### src/rtl/morse_receiver.sv
// Morse keying front end: synchronises and debounces a raw key, classifies
// presses as dot/dash and emits one character code (or a space) per gap.
module morse_receiver #(
    parameter int TICK_DIV       = 100000,
    parameter int DEBOUNCE_TICKS = 5,
    parameter int DOT_MAX_TICKS  = 200,
    parameter int CHAR_GAP_TICKS = 400,
    parameter int WORD_GAP_TICKS = 1000
) (
    input  logic       clk_100Mhz,
    input  logic       reset_n,
    input  logic       key_in,
    output logic       data_valid,
    output logic [2:0] char_index,
    output logic [5:0] char_data,
    output logic       key_level
);

    localparam int          TICK_W  = (TICK_DIV > 1) ? $clog2(TICK_DIV) : 1;
    localparam int          DB_W    = $clog2(DEBOUNCE_TICKS + 1);
    localparam logic [15:0] DUR_MAX = 16'hFFFF;

    typedef enum logic [1:0] {S_IDLE, S_PRESS, S_GAP, S_WORD} state_t;

    logic              key_sync_p0, key_sync_p1;
    logic [TICK_W-1:0] tick_cnt;
    logic              tick;
    logic [DB_W-1:0]   stable_cnt;
    logic              toggle, press_evt, release_evt;
    logic [15:0]       dur, dur_inc;
    logic              char_hit, word_hit;
    logic              sym;
    logic [5:0]        acc;
    logic [2:0]        cnt;
    logic              ovf;
    state_t            state, state_nxt;
    logic              append, set_ovf, clear_acc, emit_char, emit_space;

    function automatic logic [15:0] sat_inc(input logic [15:0] v);
        return (v == DUR_MAX) ? v : v + 16'd1;
    endfunction

    function automatic logic classify(input logic [15:0] ticks_held);
        return ticks_held > 16'(DOT_MAX_TICKS);
    endfunction

    // Input synchroniser
    always_ff @(posedge clk_100Mhz or negedge reset_n) begin
        if (!reset_n) begin
            key_sync_p0 <= 1'b0;
            key_sync_p1 <= 1'b0;
        end else begin
            key_sync_p0 <= key_in;
            key_sync_p1 <= key_sync_p0;
        end
    end

    assign tick = (tick_cnt == TICK_W'(TICK_DIV - 1));

    always_ff @(posedge clk_100Mhz or negedge reset_n) begin
        if (!reset_n) tick_cnt <= '0;
        else          tick_cnt <= tick ? '0 : tick_cnt + TICK_W'(1);
    end

    // Debounce: key events are the ticks on which key_level changes
    assign toggle      = tick && (key_sync_p1 != key_level) &&
                         (stable_cnt == DB_W'(DEBOUNCE_TICKS - 1));
    assign press_evt   = toggle && !key_level;
    assign release_evt = toggle && key_level;

    always_ff @(posedge clk_100Mhz or negedge reset_n) begin
        if (!reset_n) begin
            stable_cnt <= '0;
            key_level  <= 1'b0;
        end else if (tick) begin
            if (key_sync_p1 == key_level) begin
                stable_cnt <= '0;
            end else if (toggle) begin
                stable_cnt <= '0;
                key_level  <= ~key_level;
            end else begin
                stable_cnt <= stable_cnt + DB_W'(1);
            end
        end
    end

    // The event tick itself counts toward the interval it closes
    assign dur_inc  = sat_inc(dur);
    assign sym      = classify(dur_inc);
    assign char_hit = tick && (dur == 16'(CHAR_GAP_TICKS - 1));
    assign word_hit = tick && (dur == 16'(WORD_GAP_TICKS - 1));

    always_ff @(posedge clk_100Mhz or negedge reset_n) begin
        if (!reset_n)                      dur <= '0;
        else if (press_evt || release_evt) dur <= '0;
        else if (tick)                     dur <= dur_inc;
    end

    always_ff @(posedge clk_100Mhz or negedge reset_n) begin
        if (!reset_n) state <= S_IDLE;
        else          state <= state_nxt;
    end

    // A press always takes priority over a gap threshold on the same tick
    always_comb begin
        state_nxt  = state;
        append     = 1'b0;
        set_ovf    = 1'b0;
        clear_acc  = 1'b0;
        emit_char  = 1'b0;
        emit_space = 1'b0;
        case (state)
            S_IDLE: begin
                if (press_evt) state_nxt = S_PRESS;
            end
            S_PRESS: begin
                if (release_evt) begin
                    if (cnt < 3'd5) append  = 1'b1;
                    else            set_ovf = 1'b1;
                    state_nxt = S_GAP;
                end
            end
            S_GAP: begin
                if (press_evt) begin
                    state_nxt = S_PRESS;
                end else if (char_hit) begin
                    emit_char = !ovf;
                    clear_acc = 1'b1;
                    state_nxt = S_WORD;
                end
            end
            S_WORD: begin
                if (press_evt) begin
                    state_nxt = S_PRESS;
                end else if (word_hit) begin
                    emit_space = 1'b1;
                    state_nxt  = S_IDLE;
                end
            end
            default: state_nxt = S_IDLE;
        endcase
    end

    always_ff @(posedge clk_100Mhz or negedge reset_n) begin
        if (!reset_n) begin
            acc        <= '0;
            cnt        <= '0;
            ovf        <= 1'b0;
            data_valid <= 1'b0;
            char_index <= '0;
            char_data  <= '0;
        end else begin
            data_valid <= emit_char || emit_space;
            if (clear_acc) begin
                acc <= '0;
                cnt <= '0;
                ovf <= 1'b0;
            end else if (append) begin
                acc <= {acc[4:0], sym};
                cnt <= cnt + 3'd1;
            end else if (set_ovf) begin
                ovf <= 1'b1;
            end
            if (emit_char) begin
                char_index <= cnt - 3'd1;
                char_data  <= acc;
            end else if (emit_space) begin
                char_index <= 3'd5;
                char_data  <= '0;
            end
        end
    end

endmodule
### config.mk
export PLATFORM = sky130hd
export DESIGN_NAME = morse_receiver
export DESIGN_NICKNAME = d
export VERILOG_FILES = /design/src/rtl/morse_receiver.sv
export SDC_FILE = /design/constraint.sdc
export NUM_CORES = 1
export LEC_CHECK = 0
export CAP_MARGIN = 20
export CORE_ASPECT_RATIO = 1.4
export CORE_MARGIN = 2
export CORE_UTILIZATION = 40
export DETAILED_ROUTE_END_ITERATION = 8
export PLACE_DENSITY = 0.54
export SYNTH_ARGS = -nofsm -noshare
export SYNTH_HDL_FRONTEND = slang
export SYNTH_SLANG_ARGS = --single-unit
### constraint.sdc
create_clock -name clk_100Mhz -period 3.4 [get_ports clk_100Mhz]
set_clock_uncertainty 0.05 [all_clocks]
set_input_delay 0.51 -clock clk_100Mhz [delete_from_list [all_inputs] [get_ports clk_100Mhz]]
set_output_delay 0.51 -clock clk_100Mhz [all_outputs]
set_load 0.01 [all_outputs]
## Word level (Yosys, flattened, before mapping)

Cells that the tools add are included.

| word-level totals | value |
|---|---|
| bits in registers | 61 |
| ROM bits | 0 |
| memories | 0 |
| logic and storage cells | 94 |
| memory bits (writable) | 0 |
| bits of input ports | 3 |
| output and inout port bits | 11 |
| latch bits | 0 |

| cells by class | value |
|---|---|
| magnitude comparators | 2 |
| muxes and demuxes | 39 |
| eq/ne operators | 15 |
| divide/modulo/power cells | 0 |
| shifts and indexed selects | 0 |
| multipliers | 0 |
| reductions and logical operators | 18 |
| bitwise gates (word level) | 2 |
| add/sub/neg operators | 5 |

Operators by type and width:

| cell | number |
|---|---|
| $mux W16 | 3 |
| $mux W6 | 4 |
| $mux W1 | 18 |
| $mux W3 | 6 |
| $add A17 B1 Y17 const B | 1 |
| $eq A17 B17 Y1 const B | 1 |
| $mux W17 | 1 |
| $add A16 B1 Y16 const B | 1 |
| $eq A16 B10 Y1 const B | 1 |
| $eq A16 B16 Y1 const B | 1 |
| $eq A16 B9 Y1 const B | 1 |
| $gt A16 B8 Y1 const B | 1 |
| $mux W2 | 6 |
| $pmux W2 S4 | 1 |
| $reduce_bool A2 Y1 | 4 |
| $add A3 B1 Y3 const B | 2 |
| $logic_and A1 B1 Y1 | 6 |
| $ne A3 B3 Y1 const B | 2 |
| $eq A2 B2 Y1 const B | 2 |
| $ne A2 B2 Y1 const B | 2 |
| $reduce_and A4 Y1 | 1 |
| $eq A3 B3 Y1 const B | 1 |
| $lt A3 B3 Y1 const B | 1 |
| $reduce_and A3 Y1 | 1 |
| 10 further kinds | 13 |

## Longest topological paths before layout

Gate-level depths: netlist of the first run.

| depth | value |
|---|---|
| word-level depth | 9 |
| mapped depth | 9 |
| depth with buffers taken out | 8 |

## Worst setup path before layout of the first run

OpenSTA, ideal clock, no wires.

| path | value |
|---|---|
| path type | register -> register |
| start | register tick_cnt[5] |
| end | register acc[0] |
| library setup time | 128 ps |
| cell stages (with the launch flop) | 8 |
| data required time | 3222 ps |
| arrival time | 2464 ps |
| setup slack | 758 ps |
| buffers on the path | 1 |
| period minus slack after synthesis | 2642 ps |
| path through | dfrtp_1 > or4_1 > or2_2 > or4_1 > or3_1 > buf_2 > a21oi_1 > a21oi_1 |

| on the way | value |
|---|---|
| cells in the longest elaborated chain, start to end | 7 |
| elaborated cells between the ends (all ways) | 13 |
| classes of those cells | eq/ne (1); mux (6); reduce/logical (6) |

Ends and longest elaborated chain:

| item | RTL line | RTL |
|---|---|---|
| from (decl) | 26 | `logic [TICK_W-1:0] tick_cnt;` |
| from (signal assigned) | 62 | `else tick_cnt <= tick ? '0 : tick_cnt + TICK_W'(1);` |
| $eq A17 B17 Y1 (*) | 58 | `assign tick = (tick_cnt == TICK_W'(TICK_DIV - 1));` |
| $logic_and A1 B1 Y1 (2 in a row) | 66 | `assign toggle = tick && (key_sync_p1 != key_level) &&` |
| $logic_and A1 B1 Y1, on equally long branches | 68, 69 |  |
| $mux W1, on equally long branches | 124, 117 |  |
| $mux W1 | 112 | `case (state)` |
| $mux W6 / $reduce_bool A2 Y1 (equally long branches) | n/a |  |
| to (signal assigned) | 159 | `acc <= {acc[4:0], sym};` |
| to (decl) | 33 | `logic [5:0] acc;` |

Mark *: on every way between the ends. The rest lies on a longest branch, timed or not.
A chain may end at the register's enable or synchronous reset.

## Worst setup path after layout of the first run

| path | value |
|---|---|
| start | register tick_cnt[5] |
| end | register data_valid |

| on the way | value |
|---|---|
| cells in the longest elaborated chain, start to end | 7 |
| elaborated cells between the ends (all ways) | 13 |
| classes of those cells | eq/ne (1); mux (6); reduce/logical (6) |

Ends and longest elaborated chain:

| item | RTL line | RTL |
|---|---|---|
| $eq A17 B17 Y1 (*) | 58 |  |
| $logic_and A1 B1 Y1 (2 in a row) | 66 |  |
| $logic_and A1 B1 Y1 | 68 | `assign press_evt = toggle && !key_level;` |
| $mux W1, on equally long branches | 124, 133 |  |
| $mux W1 | 112 |  |
| $logic_or A1 B1 Y1 (*) | 153 | `data_valid <= emit_char \|\| emit_space;` |
| to (signal assigned) | 153 |  |
| to (decl) | 13 | `output logic data_valid,` |

Marks and branches as above.

==> reports/results.ini, run 1 <==
[worst_setup_path]
cp-start-kind=register
crit_slowest_cell=or4_1
max_stage_delay_ps=550
crit_type=register to register
end_kind=register
required_ps=3560
path_cells=or4_1 -> or3b_4 -> or2_1 -> or3_1 -> or4_1 -> o41ai_1
crit_top_cell=or4_1
cp_num_buf_inv=0
crit_fanout=8
crit_family=simple AND/OR/NAND/NOR gates
worst_ep_arrival_time_ps=3000

[layout]
fillCellCount=783
final_cell_mix=dfrtp_1 (61), nand2_1 (45), nand3_1 (27), o21ai_0 (25), nor2_1 (22)
final_common_cell=dfrtp_1
antenna_cells=0
syn2layout_area_growth_pct=17.7
finalInstanceArea_um2=3900
drive_gt1_frac=0.0859
final_net_count=389

[route]
vias=2730
first_iter_violations=201
wirelength_mm=7.86
viasPerCell=5.62
post-route-drc-count=0
ant_nets=0
dr.pass1.iters=6
wire_per_inst_um=16.2

[status]
status=complete, no violations

[logic_synthesis]
async_reset_ff_frac=1.00
synth_area_um2=3310
avgSynthCellArea_um2=9.02
ys_seq_area_frac=0.461
synth_ff_type=dfrtp_1
postSynthCellCount=367
ys_ff_latch=61
yosysWarnings=0
yosysUniqueCellTypes=50
synth_edf_count=0
synth_nets=376

[placed_design]
hpwlAfterDp_mm=5.56
placedInstanceArea_um2=3560
gp_congestion=0.922
numPortBuffers=13

[floorplan]
ios=14
rows=39
die_area_um2=9030
core-area_um2=8100
start_util=0.409
dieWidth_um=80.9
die_h_um=112

[sta]
worst_pin_slew_ps=817
max_slew_margin=0.450
setup_viol=0
grt_setup_unrepaired=no
clock.fmax_mhz=353
final_max_slew_viol_count=0
final.setup.tns_ps=0
period_share=0.834
final_hold_viol_count=0
finalCriticalPeriod_ps=2840

[flow_run]
cap_violations=0

[global_routing]
grt_pass1_vias=2701
grt_usage=0.193
grt-ovfl-total=0
antenna_found_initial=0
grt_max_degree=48
grt_pass1_wl_mm=13.5

[cts]
insertion_delay_ps=330
post_cts_buffers=0
path_clk_slew_ps=50
hold_buffers=0
numCtsBuffers=9
htree_levels=3
cts_buffer_depth=2
cts_resized=0
cts_root_buffer=clkbuf_16
cts.sinks=61
cts_tree=yes

[hold_path]
hp-class=input port to async pin

[power]
leakagePower_nw=1.57
p_per_area_nw_per_um2=442
peakVddDrop_uv=295

-- where the power goes --
part / total [W] / internal (W) / switching, W
Sequential: 0.000729 / 0.000728 / 0.00000141
Clock: 0.000971 / 0.000655 / 0.000315
Combinational: 0.0000215 / 0.00000584 / 0.0000156
-- through the flow --
stage,worst slack [ps],instances,hold slack (ps),total power [W],util
4_1_cts,577,485,312,0.00174,0.479
5_1_grt,416,486,83.7,0.00179,0.481
3_5_place_dp,586,470,300,0.000763,0.440
6_report,565,486,61.4,0.00172,0.481
3_3_place_gp,608,470,282,0.000762,0.440
2_1_floorplan,758,367,164,0.000743,-
-- cell type report --
type / instances / area (um2) / area share
clock buffers: 11 / 243 / 0.0623
flip-flops and latches: 61 / 1530 / 0.392
clock inverters: 4 / 72.6 / 0.0186
multi-input cells: 278 / 1680 / 0.431
inverters: 5 / 18.8 / 0.00482
repair buffers: 25 / 228 / 0.0584
well taps: 102 / 128 / 0.0327
-- cells by family (layout without fill, tap and decap cells) --
family          Yosys count  after routing  share of synthesized area
compound gates           73             73                      0.134
mux                       4              4                     0.0125
xor+xnor                 22             22                     0.0582
simple gates            173            173                      0.278
fa+ha+maj                 6              6                     0.0227
buf+inv                  28             45                     0.0332
flops                    61             61                      0.461
-- per-layer routing --
metal  track usage  routed length, um
met5             0                  0
met4        0.0972                201
met3        0.0284                279
met2         0.305               3940
met1         0.255               3440
-- state kept, by name (all words and copies together), names as in the netlist --
name	flops
char_index	3
acc	6
stable_cnt	3
tick_cnt	17
key_level	1
char_data	6
state	2
key_sync_p0	1
cnt	3
key_sync_p1	1
data_valid	1
dur	16
ovf	1
-- final timing paths --
kind,to,slack [ps],cells after the start,start
max,data_valid$_DFF_PN0_,560,6,tick_cnt[5]$_DFF_PN0_
min,char_data[4]$_DFFE_PN0P_,60,1,reset_n
max reg2reg,data_valid$_DFF_PN0_,560,6,tick_cnt[5]$_DFF_PN0_
min reg2reg,key_sync_p1$_DFF_PN0_,310,0,key_sync_p0$_DFF_PN0_
max in group asynchronous,dur[13]$_DFFE_PN0P_,2600,3,reset_n
min in group clk_100Mhz,key_sync_p1$_DFF_PN0_,310,0,key_sync_p0$_DFF_PN0_
-- synth_stat cells (4+ instances only) --
cell type | count | area share
or3_1 | 6 | 0.011
nand3b_1 | 6 | 0.014
or4_1 | 6 | 0.014
a21oi_1 | 16 | 0.024
o31ai_1 | 6 | 0.014
ha_1 | 6 | 0.023
and2_1 | 5 | 0.0094
dfrtp_1 | 61 | 0.46
nand4_1 | 11 | 0.021
xnor2_1 | 14 | 0.037
nand2b_1 | 4 | 0.0076
nor2b_1 | 5 | 0.0094
inv_1 | 5 | 0.0057
nor3_1 | 11 | 0.017
nor2_1 | 22 | 0.025
xor2_1 | 8 | 0.021
a31oi_1 | 7 | 0.013
nand2_1 | 45 | 0.051
buf_2 | 4 | 0.0060
o21ai_0 | 25 | 0.038
and3_1 | 5 | 0.0094
nand3_1 | 27 | 0.041
nor4_1 | 8 | 0.015
clkbuf_1 | 18 | 0.020
(Power assumes the default switching activity.)
==> run 2: changes to the inputs <==
- PLACE_DENSITY: 0.54 -> 0.57
- clock period: 3.4 -> 2.45 ns (I/O delays scaled with it)
==> reports/results.ini, run 2 (synthesis gave the netlist of run 1 again) <==
[status]
status=finished with violations
failed_checks=negative setup slack

[route]
viasPerCell=5.55
dr.pass1.iters=4
post-route-drc-count=0
ant_nets=0
vias=2969
first_iter_violations=177
wire_per_inst_um=15.8
wirelength_mm=8.47

[layout]
final_net_count=439
final-seq-area_um2=1530
syn2layout_area_growth_pct=33.2
final_cell_mix=dfrtp_1 (61), buf_4 (54), nand2_1 (43), nor2_1 (22), nand3_1 (20)
largest_reg_flops=17
stdcell_count=535
multi_input_area_um2=1810
largest-register=tick_cnt
fillCellCount=731
top_regs=tick_cnt x17, dur x16
drive_gt1_frac=0.240
antenna_cells=0
finalInstanceArea_um2=4410
final_common_cell=dfrtp_1

[worst_setup_path]
r2r_cells=6
crit_top_cell=or4_4
end_kind=register
crit_type=register to register
rr_endpoint=char_index[1]$_DFFE_PN0P_
cp-endpoint=char_index[1]$_DFFE_PN0P_
crit_family=simple AND/OR/NAND/NOR gates
rrSetupSlack_ps=-180
cp.depth=6
crit_fanout=3
r2r_start=tick_cnt[13]$_DFF_PN0_
cp_num_buf_inv=0
path_cells=or4_4 -> or3b_4 -> or2_1 -> or3_4 -> or4_4 -> o21ai_1
max_stage_delay_ps=530
worst_ep_arrival_time_ps=2830
crit_slowest_cell=or4_4
cp-start-kind=register
cp-startpoint=tick_cnt[13]$_DFF_PN0_
required_ps=2650

[cts]
path_clk_slew_ps=50
cts.sinks=61
htree_levels=3
cts_buffer_depth=2
insertion_delay_ps=330
cts_root_buffer=clkbuf_16
cts_tree=yes
numCtsBuffers=9

[placed_design]
dp_cells=515
place_ws_ps=-149
numPortBuffers=13
placedInstanceArea_um2=3930
gp_congestion=0.884
hpwlAfterDp_mm=6.07

[sta]
max_slew_margin=0.654
period_share=1.07
timing.hold.ws_ps=311
worst_pin_slew_ps=515
final_hold_viol_count=0
grt_setup_unrepaired=yes
finalCriticalPeriod_ps=2630
clock.fmax_mhz=380
final_max_slew_viol_count=0
setup_viol=25
setup_ws_ps=-182

[floorplan]
core-area_um2=8100
dieWidth_um=80.9
die_area_um2=9030
rows=39
ios=14
start_util=0.409
die_h_um=112

[power]
netSwitchingPower_w=0.000442
clock_power_share=0.551
leakagePower_nw=1.87
p_int_w=0.00187
seqPwrFrac=0.437
peakVddDrop_uv=443
combinationalPowerShare=0.012
p_per_area_nw_per_um2=525
p_sw_frac=0.191

[global_routing]
antenna_found_initial=0
grt_usage=0.204
grt_pass1_wl_mm=14.3
grt-ovfl-total=0
grt.busiest_layer=met2
grt_pass1_vias=3041
met2_usage=0.364
use_met1=0.228
gr-usage-met3=0.0421
grt_max_degree=24

[hold_path]
hp-class=register to register
hold_depth=0

[flow_run]
cap_violations=0

==> run 2: cell types whose count changed in the layout (fill, tap and decap cells not counted), sizes merged <==
cell         before  now
buf              13   62
dlygate4sd3       0    1
clkinv            1    0
bufinv            2    1
clkinvlp          1    0
clkbuf           11   13
==> run 2: layout make-up <==
cell class / instances / share of cell area
multi-input cells: 278 / 0.410
flip-flops and latches: 61 / 0.346
repair buffers: 75 / 0.142
clock buffers: 13 / 0.0613
well taps: 102 / 0.0289
clock inverters: 1 / 0.00681
inverters: 5 / 0.00426
==> run 2: per-layer routing <==
metal,vias up,routed length (um)
li1,1450,-
met1,1463,3420
met2,42,4600
met3,14,250
met4,0,202
met5,-,0
==> run 2: how the worst min path moves through the flow <==
stage	slack, ps	endpoint	start
6_report	310	key_sync_p1$_DFF_PN0_	key_sync_p0$_DFF_PN0_
5_1_grt	330	key_sync_p1$_DFF_PN0_	key_sync_p0$_DFF_PN0_
4_1_cts	310	key_sync_p1$_DFF_PN0_	key_sync_p0$_DFF_PN0_
3_5_place_dp	290	key_sync_p1$_DFF_PN0_	key_sync_p0$_DFF_PN0_
3_3_place_gp	280	key_sync_p1$_DFF_PN0_	key_sync_p0$_DFF_PN0_
2_1_floorplan	20	acc[0]$_DFFE_PN0P_	reset_n
==> run 2: through the flow <==
| stage | utilization | TNS (ps) | total power, W |
|---|---|---|---|
| after global placement | 0.485 | -1580 | 0.00106 |
| after global routing | 0.544 | -5190 | 0.00241 |
| final | 0.544 | -1770 | 0.00232 |
| after detailed placement | 0.485 | -1980 | 0.00106 |
| after CTS | 0.534 | -1490 | 0.00235 |
| after floorplan | - | -614 | 0.00103 |
==> run 2: repair_timing <==
item,in CTS,in global routing
pin swaps,6,7
gates resized for setup,22,16
hold buffers,1,0
endpoints found under the hold margin,21,0
cloned,0,1
buffers inserted,2,2
setup endpoints to repair,30,40
==> run 2: power by group through the flow <==
stage,logic [W],registers (W),clock network (W)
2_1_floorplan,0.00000338,0.00103,0
3_3_place_gp,0.0000278,0.00103,0
3_5_place_dp,0.0000282,0.00103,0
4_1_cts,0.0000295,0.00101,0.00131
5_1_grt,0.0000331,0.00101,0.00136
6_report,0.0000274,0.00101,0.00128
==> run 3: changes to the inputs <==
- PLACE_DENSITY: 0.57 -> unset
- PLACE_DENSITY_LB_ADDON: unset -> 0.25
==> reports/results.ini, run 3 (synthesis gave the netlist of run 1 again) <==
[worst_setup_path]
cp-start-kind=register
r2r_start=tick_cnt[13]$_DFF_PN0_
crit_fanout=3
rr_endpoint=char_index[1]$_DFFE_PN0P_
rrSetupSlack_ps=-120
required_ps=2660
worst_ep_arrival_time_ps=2790
crit_type=register to register
end_kind=register
r2r_cells=6

[global_routing]
use_met1=0.224
grt_usage=0.210
grt_pass1_vias=3124
grt.busiest_layer=met2
met2_usage=0.375
grt_max_degree=33
grt_pass1_wl_mm=14.7
antenna_found_initial=0
grt-ovfl-total=0
gr-usage-met3=0.0583

[hold_path]
hp-class=input port to async pin

[cts]
hold_buffers=0
htree_levels=3
insertion_delay_ps=340
cts_tree=yes
numCtsBuffers=9
path_clk_slew_ps=50
cts_root_buffer=clkbuf_16
cts_buffer_depth=2
cts.sinks=61

[sta]
setup_viol=18
final_hold_viol_count=0
worst_pin_slew_ps=685
final_max_slew_viol_count=0
finalCriticalPeriod_ps=2570
clock.fmax_mhz=388
max_slew_margin=0.543
grt_setup_unrepaired=yes
period_share=1.05
setup_ws_ps=-124

[floorplan]
dieWidth_um=80.9
start_util=0.409
core-area_um2=8100
ios=14
die_h_um=112
rows=39
die_area_um2=9030

[flow_run]
cap_violations=0

[layout]
largest_reg_flops=17
final_common_cell=dfrtp_1
drive_gt1_frac=0.258
final_core_util=0.552
finalInstanceArea_um2=4470
final_cell_mix=dfrtp_1 (61), buf_4 (52), nand2_1 (41), nor2_1 (21), nand3_1 (20)
final_net_count=438
multi_input_area_um2=1850
syn2layout_area_growth_pct=35.0
top_regs=tick_cnt x17, dur x16
largest-register=tick_cnt
antenna_cells=0
fillCellCount=747
final-seq-area_um2=1530

[route]
viasPerCell=5.67
wirelength_mm=8.77
dr.pass1.iters=4
wire_per_inst_um=16.4
ant_nets=0
vias=3039
post-route-drc-count=0
first_iter_violations=203

[placed_design]
placedInstanceArea_um2=3930
gp_congestion=0.911
hpwlAfterDp_mm=6.24
numPortBuffers=13

[status]
failed_checks=negative setup slack
status=finished with violations

[power]
peakVddDrop_uv=408
p_per_area_nw_per_um2=529
leakagePower_nw=1.88

[run 3: changes by cell type in the layout (fill, tap and decap cells not counted), sizes merged]
cell / previous run / this run
clkinv: 0 / 1
clkinvlp: 0 / 1
dlygate4sd3: 1 / 0
[run 3: report_power, final]
part           internal, W  switching (W)  leakage [nW]
clock             0.000868       0.000459         0.152
combinational   0.00000604      0.0000220         0.894
sequential         0.00101     0.00000210         0.834
total              0.00188       0.000483          1.88
[run 3: repair_timing]
item                                    in CTS  in global routing
buffers inserted                             2                  2
endpoints found under the setup margin      31                 37
pin swaps                                    9                  7
gates cloned                                 1                  1
gates resized for setup                     30                 20
[run 3: cell type report]
type / count / share of cell area
multi-input combinational: 278 / 0.414
sequential: 61 / 0.341
timing repair buffer: 74 / 0.142
clock buffer: 13 / 0.0604
tap: 102 / 0.0285
clock inverter: 3 / 0.00951
inverter: 5 / 0.00420
[run 3: per-stage QoR]
step | setup TNS, ps | instances | worst slack (ps) | hold WS [ps] | power, W
final | -892 | 536 | -124 | 22.2 | 0.00237
after global routing | -3570 | 536 | -208 | 73.5 | 0.00245
after CTS | -879 | 534 | -132 | 41.5 | 0.00239
after detailed placement | -2580 | 515 | -156 | 294 | 0.00106
after global placement | -1290 | 515 | -100 | 283 | 0.00106
after floorplan | -614 | 367 | -91.4 | 21.9 | 0.00103
[run 3: worst max-delay path by stage]
| stage | cells past startpoint | endpoint | slack, ps | startpoint |
|---|---|---|---|---|
| floorplan | 6 | char_index[1]$_DFFE_PN0P_ | -90 | tick_cnt[13]$_DFF_PN0_ |
| global placement | 7 | cnt[0]$_DFFE_PN0P_ | -100 | tick_cnt[13]$_DFF_PN0_ |
| detailed placement | 8 | cnt[2]$_DFFE_PN0P_ | -160 | tick_cnt[13]$_DFF_PN0_ |
| CTS | 6 | char_index[1]$_DFFE_PN0P_ | -130 | tick_cnt[13]$_DFF_PN0_ |
| global route | 6 | char_index[1]$_DFFE_PN0P_ | -210 | tick_cnt[13]$_DFF_PN0_ |
| finish | 6 | char_index[1]$_DFFE_PN0P_ | -120 | tick_cnt[13]$_DFF_PN0_ |
[run 3: worst max-delay path, cell delays in order (launching register included)]
cell and delay, ps:
dfrtp_1 380, or4_4 530, or3b_4 390, or2_1 230
or3_4 360, or4_4 430, o21ai_1 130
[run 3: routing by layer]
metal | share of wire | up-vias
met5 | 0 | -
met3 | 0.045 | 21
met1 | 0.38 | 1478
met2 | 0.55 | 85
met4 | 0.029 | 0
li1 | - | 1455
==> RTL edit (settings of run 1) <==
Change the parameter `TICK_DIV` from 100000 to 25000.
--- a/src/rtl/morse_receiver.sv
+++ b/src/rtl/morse_receiver.sv
@@ -1,7 +1,7 @@
 // Morse keying front end: synchronises and debounces a raw key, classifies
 // presses as dot/dash and emits one character code (or a space) per gap.
 module morse_receiver #(
-    parameter int TICK_DIV       = 100000,
+    parameter int TICK_DIV       = 25000,
     parameter int DEBOUNCE_TICKS = 5,
     parameter int DOT_MAX_TICKS  = 200,
     parameter int CHAR_GAP_TICKS = 400,
Check against the original RTL: no difference found for any inputs over 10 cycles, from zero or initial values and one cycle with reset_n low; that may be too few to reach the edited logic, so the function may still have changed.
==> RTL edit against run 1 <==
Routed wire length is 7.8% lower. Worst setup slack better by 0.27 ns. Final area is 7.3% lower. Synthesized area is 2.7% lower. Final cell count is 7.0% lower. Power is 18% lower. Via count is 6.4% lower. Sequential cell count is 2 lower. Count of clock-buffer cells in the layout is 2 lower. Sequential power is 3.4% lower.
==> RTL edit: results (changes against run 1) <==
----------------------------------------------------
[Outcome]
  Outcome ... complete, no violations

[Route]
  TritonRoute pass-1 iters ... 4 (-2)
  Detailed Route Iter0 Violations ... 195 (-3.0%)
  Total Routed Length ... 7249 um (-7.8%)

[Synthesis]
  Post-synthesis register bit count ... 59 (-3.3%)
  Cell count after synthesis ... 337 (-8.2%)
  Number of unique standard cell types used by synthesis ... 57 (+14%)
  Seq/Total Area, Yosys ... 45.83% (-0.26 points)
  Synth Area in Compound Gates ... 16.50% (+3.1 points)

[GRT]
  Pin count of the biggest net entering global routing ... 37 (-23%)
  Met1 demand-to-capacity share in global routing ... 22.62% (-2.9 points)
  Global-route met2 utilization ... 31.15% (+0.63 points)

[Placement]
  Placer's final routability congestion estimate ... 0.8991 (-2.5%)

[Pwr]
  Worst ir drop on vdd ... 0.0002367 V (-20%)
  Switch Pwr ... 303.5 uW (-8.6%)

[Finish]
  Total area of multi-input combinational cells ... 1623 sq um (-3.5%)
  Plain + repair buffers ... 14 (-44%)
  Comb_multi_in ... 252 (-9.4%)
  Utilization after layout ... 46.36% (-1.8 points)

[Critical path]
  Setup slack on the worst flop-to-flop path ... 0.83 ns (+0.27 ns)
  Largest fanout on the critical path ... 32 (+24)
  Endpoint arrival time on the critical path ... 2.74 ns (-0.26 ns)
  Worst path max stage delay ... 0.49 ns (-0.06 ns)
  End of the worst register-to-register path ... char_data[5]

[STA]
  Worst slew pin tran ... 0.7952 ns (-0.02152 ns)
  Fin Hold WS ... 0.1905 ns (+0.1291 ns)

----------------------------------------------------
## RTL edit: changes by cell type after synthesis, sizes merged, moves of 5 or more
cell and change:
or3 -6, inv +6, nand3b -6, nor2 +6, clkbuf -13, nand2 -7
buf +5, nand3 -8, a22o +7, or4 -6, o31ai -5
## RTL edit: cells by family (layout without fill, tap and decap cells)
| group | Yosys count | in the layout |
|---|---|---|
| xor+xnor | 19 | 19 |
| flops | 59 | 59 |
| buf+inv | 26 | 41 |
| compound gates | 82 | 82 |
| simple gates | 143 | 143 |
| fa+ha+maj | 6 | 6 |
| mux | 2 | 2 |
## RTL edit: worst max-delay path by stage
stage                              end  cells after the start
after detailed placement  char_data[5]                      7
after floorplan                 acc[0]                      7
after CTS                 char_data[5]                      7
after global routing      char_data[5]                      7
final                     char_data[5]                      7
after global placement    char_data[0]                      7
